===== config.mk =====
export PLATFORM = sky130hd
export DESIGN_NAME = wb_led_fade
export DESIGN_NICKNAME = d
export VERILOG_FILES = /design/src/rtl/wb_led_fade_pkg.sv /design/src/rtl/wb_led_fade_chan.sv /design/src/rtl/wb_led_fade.sv
export VERILOG_INCLUDE_DIRS = /design/src /design/src/rtl
export SDC_FILE = /design/constraint.sdc
export NUM_CORES = 1
export LEC_CHECK = 0
export ABC_CLOCK_PERIOD_IN_PS = 2800
export CORE_MARGIN = 5
export CORE_UTILIZATION = 30
export DETAILED_ROUTE_END_ITERATION = 16
export SYNTH_ARGS = -nofsm -noshare
export SYNTH_HDL_FRONTEND = slang
export SYNTH_HIERARCHICAL = 1
export SYNTH_SLANG_ARGS = --single-unit

===== constraint.sdc =====
create_clock -name i_wb_clk -period 2.8 [get_ports i_wb_clk]
set_clock_uncertainty 0.15 [all_clocks]
set_input_delay 0.42 -clock i_wb_clk [delete_from_list [all_inputs] [get_ports i_wb_clk]]
set_output_delay 0.42 -clock i_wb_clk [all_outputs]
set_load 0.05 [all_outputs]

===== src/rtl/wb_led_fade.vh =====
// wb_led_fade.vh: register word addresses, expects CHANS to be declared first
localparam int REG_TARGET0 = 0;
localparam int REG_DIV     = CHANS;
localparam int REG_BUSY    = CHANS + 1;


===== src/rtl/wb_led_fade_pkg.sv =====
// wb_led_fade_pkg: shared types for the LED fade block
package wb_led_fade_pkg;
   typedef enum logic [1:0] {SEL_TARGET, SEL_DIV, SEL_BUSY, SEL_NONE} reg_sel_e;
endpackage


===== src/rtl/wb_led_fade_chan.sv =====
// wb_led_fade_chan: one LED channel, ramps live duty toward target and drives PWM
module wb_led_fade_chan
   import wb_led_fade_pkg::*;
#(
   parameter int PWM_BITS = 8
) (
   input  logic                clk,
   input  logic                rst_n,
   input  logic                tick,
   input  logic [PWM_BITS-1:0] target,
   input  logic [PWM_BITS-1:0] cnt,
   output logic [PWM_BITS-1:0] live,
   output logic                pwm
);
   // Step one LSB toward target per tick; PWM output registered from compare
   always_ff @(posedge clk)
      if (!rst_n) begin
         live <= '0;
         pwm  <= 1'b0;
      end else begin
         if (tick && live != target) live <= live < target ? live + 1'b1 : live - 1'b1;
         pwm <= live > cnt;
      end
endmodule


===== src/rtl/wb_led_fade.sv =====
// wb_led_fade: Wishbone-controlled multi-channel LED fader with PWM outputs
module wb_led_fade
   import wb_led_fade_pkg::*;
#(
   parameter int CHANS     = 3,
   parameter int PWM_BITS  = 8,
   parameter int DIV_BITS  = 16,
   parameter int DIV_RESET = 1000
) (
   input  logic             i_wb_clk,
   input  logic             i_wb_rst_n,
   input  logic             i_wb_stb,
   input  logic             i_wb_we,
   input  logic [31:0]      i_wb_addr,
   input  logic [31:0]      i_wb_data,
   output logic [31:0]      o_wb_data,
   output logic             o_wb_stall,
   output logic             o_wb_ack,
   output logic [CHANS-1:0] o_pwm_chan
);
   `include "wb_led_fade.vh"
   localparam int IW = CHANS > 1 ? $clog2(CHANS) : 1;
   logic [PWM_BITS-1:0] target [CHANS];
   logic [PWM_BITS-1:0] live [CHANS];
   logic [CHANS-1:0]    busy;
   logic [DIV_BITS-1:0] div, presc;
   logic [PWM_BITS-1:0] cnt;
   logic [31:0]         off, rd;
   logic [IW-1:0]       idx;
   reg_sel_e            sel;
   logic                acc, wr, tick, ack_q, unused_data;
   assign o_wb_stall  = !i_wb_rst_n;
   assign o_wb_ack    = ack_q && i_wb_rst_n;
   assign acc         = i_wb_stb && !o_wb_stall;
   assign wr          = acc && i_wb_we;
   assign tick        = presc == div;
   assign unused_data = ^i_wb_data;
   // Address decode and read-data mux; live values are read pre-tick
   always_comb begin
      off = i_wb_addr - 32'(REG_TARGET0);
      idx = off[IW-1:0];
      sel = off < 32'(CHANS) ? SEL_TARGET : i_wb_addr == 32'(REG_DIV) ? SEL_DIV :
            i_wb_addr == 32'(REG_BUSY) ? SEL_BUSY : SEL_NONE;
      rd  = sel == SEL_TARGET ? 32'(live[idx]) : sel == SEL_DIV ? 32'(div) :
            sel == SEL_BUSY ? 32'(busy) : '0;
   end
   // Bus response, divider, fade prescaler, shared PWM counter and targets
   always_ff @(posedge i_wb_clk)
      if (!i_wb_rst_n) begin
         ack_q     <= 1'b0;
         o_wb_data <= '0;
         div       <= DIV_BITS'(DIV_RESET);
         presc     <= '0;
         cnt       <= '0;
         for (int k = 0; k < CHANS; k++) target[k] <= '0;
      end else begin
         ack_q     <= acc;
         o_wb_data <= acc && !i_wb_we ? rd : '0;
         cnt       <= cnt + 1'b1;
         presc     <= tick || (wr && sel == SEL_DIV) ? '0 : presc + 1'b1;
         if (wr && sel == SEL_DIV) div <= i_wb_data[DIV_BITS-1:0];
         if (wr && sel == SEL_TARGET) target[idx] <= i_wb_data[PWM_BITS-1:0];
      end
   for (genvar c = 0; c < CHANS; c++) begin : g_chan
      wb_led_fade_chan #(.PWM_BITS(PWM_BITS)) u_chan (
         .clk    (i_wb_clk),
         .rst_n  (i_wb_rst_n),
         .tick   (tick),
         .target (target[c]),
         .cnt    (cnt),
         .live   (live[c]),
         .pwm    (o_pwm_chan[c])
      );
      assign busy[c] = live[c] != target[c];
   end
endmodule


==> results.yml <==
place:
  gp_congestion: 0.804
  place_ws_ps: -236
  dpl.hpwl_um: 14200
  port_buffers: 72
synthesis:
  synth_largest_area_cell: "dfxtp_1"
  synth_edf_count: 24
  synth-main-ff-cell: "dfxtp_1"
  ys_top_cells_by_area: "dfxtp_1, ha_1, edfxtp_1"
  ys_seq_elements: 108
  async_flop_share: 0
  syn_area_per_cell_um2: 9.05
  synth_common_cells: "dfxtp_1, ha_1, nand2_1, xnor2_1, inv_1"
  yosysMostFrequentCell: "dfxtp_1"
  ys_seq_area_frac: 0.350
  syn_area_um2: 6870
  synth_top_area_frac: 0.245
  syn_inst: 759
  synth.distinct_cells: 52
  yosys_warnings: 6
power_and_ir_drop:
  p_per_area_nw_per_um2: 343
  ir_drop_mv: 0.285
  power.leakage_uw: 0.00359
grt:
  grt_overflow: 0
  grt.total_usage: 0.141
  grt_pass1_wl_um: 29500
  grt_antenna_before_repair: 0
  grt_pass1_vias: 5743
  grt_max_degree: 31
critical_path:
  cp_max_fo: 8
  crit_chain: "inv_2 > ha_4 > a21oi_2 > a31oi_2 > a211o_4 > ha_4 > a21oi_4 > o21ai_2 > or3_1 > mux2i_1 > mux2i_1"
  cp_slowest_stage_delay_ps: 420
  crit_path_end_kind: "flip-flop"
  startpoint_type: "flip-flop"
  r2r_cells: 11
  arrival_ps: 3010
  critPathKind: "reg2reg"
  cp_slowest_cell: "edfxtp_1"
  required_ps: 2920
min_path:
  whs_path_depth: 3
  min_path_type: "in2reg"
floorplanning:
  num_io_pins: 105
  core_um2: 22600
  dieArea_um2: 26000
  dieHeight_um: 161
  rows: 55
  die_w_um: 161
  start_util: 0.304
layout:
  fin_nets: 1077
  area_delta_synth_final_pct: 38.5
  fillers: 2188
  drive_gt1_frac: 0.243
  n_antenna_cell: 0
  final_util: 0.421
timing:
  max_freq_mhz: 347
  slew_viol_final: 0
  hold_viol_final: 0
  slew-limit-headroom: 0.650
  rsz0062_at_grt: "yes"
  final.period_utilization: 1.03
  setup_violations: 4
  finalCriticalPeriod_ps: 2880
  worstMarginPinSlew_ps: 524
  fin_ws_ps: -81.9
detailed_routing:
  viasPerCell: 4.86
  drt-initial-drc-count: 298
  drc_errors: 0
  avgRoutedWirePerCell_um: 15.3
  dr.pass1.iters: 4
  via_count: 5970
  ant_nets: 0
  routed_wl_um: 18800
clock_tree:
  cts_root_buf: "clkbuf_16"
  cts_tree: "yes"
  numCtsBuffers: 9
  clk_path_buf_depth: 2
  clkLatencyLatePin_ps: 350
  path_clk_slew_ps: 70
  cts.htree.levels: 3
  hold_buffers: 0
  cts.sinks: 108
flow_run:
  maxCapViolations: 0
run_status:
  violations: "negative setup slack"
  status: "complete, but fails checks"
-- registers in the layout, summed over array words and instances (netlist names) --
name and cells:
g_chan.u_chan/pwm 3, cnt 8, g_chan.u_chan/live 24, o_wb_data 16
div 16, ack_q 1, target 24, presc 16
-- kinds of logic after synthesis --
logic type | share of synthesized area
flops | 0.350
compound gates | 0.112
xor+xnor | 0.0919
buf+inv | 0.0611
simple gates | 0.217
mux | 0.0350
other cells | 0.000546
fa+ha+maj | 0.133
-- layer usage --
layer	vias to the layer above	global-route usage	part of all wire
met1	2795	0.189	0.47
met2	119	0.237	0.47
met5	-	0	0
li1	3038	-	-
met4	0	0.0295	0.012
met3	18	0.0276	0.047
-- report_power, final --
group / switching, uW / internal, uW / leakage [uW]
combinational: 204 / 178 / 0.00254
clock: 594 / 642 / 0.000143
sequential: 25.2 / 1620 / 0.000906
-- layout by cell type (no fill, tap or decap), drive strengths merged, types with 4 or more instances in the layout --
cell	count
xnor2	64
or3	5
a21oi	48
buf	119
a22o	5
o21a	6
dfxtp	84
nor3	26
inv	59
or4	4
mux2i	24
a31oi	9
nand2b	10
and3	8
nor2	22
o21ai	35
ha	68
nand3	21
a211oi	6
clkdlybuf4s50	69
xor2	8
conb	16
nand4	32
clkbuf	11
edfxtp	24
and2	37
nor4	17
nand2	65
nor2b	7
-- per-stage QoR --
step                cells  area (um2)  setup TNS (ps)  hold WS [ps]  power [uW]
finish               1228        9510            -197           327        3260
global route         1228        9510           -1150           353        3400
CTS                  1217        9240            -199           306        3290
detailed placement   1197        8650          -13310           335        2040
global placement     1197        8650          -12410           323        2030
floorplan             774        6950               0           306        1890
-- path summary, 6_finish.rpt --
kind / from / end / slack (ps)
max: target[2][3] / g_chan[2].u_chan/live[7] / -80
min: i_wb_rst_n / g_chan[0].u_chan/live[7] / 330
max reg2reg: target[2][3] / g_chan[2].u_chan/live[7] / -80
min reg2reg: div[4] / div[4] / 340
-- area by class of cell --
| class | count | area [um2] | share of cell area |
|---|---|---|---|
| clock buffers | 11 | 243 | 0.0255 |
| well taps | 285 | 357 | 0.0375 |
| repair buffers | 188 | 1650 | 0.174 |
| flip-flops and latches | 108 | 2400 | 0.253 |
| multi-input cells | 574 | 4600 | 0.483 |
| inverters | 57 | 214 | 0.0225 |
| clock inverters | 5 | 43.8 | 0.00461 |
-- worst max-delay path: cells and delay by family (launching register included) --
family                   cells  cell delay, ps
multiplexers                 2             400
AO/OA/AOI/OAI                5             910
flip-flops                   1             420
AND/OR/NAND/NOR              1             350
adder cells (fa/ha/maj)      2             480
buffers and inverters        1              90
-- repair_timing --
| action | in CTS | in global routing |
|---|---|---|
| pin swaps | 21 | 32 |
| endpoints found under the setup margin | 11 | 15 |
| resized for setup | 47 | 39 |
| setup buffers | 4 | 11 |
(Power assumes the default switching activity.)
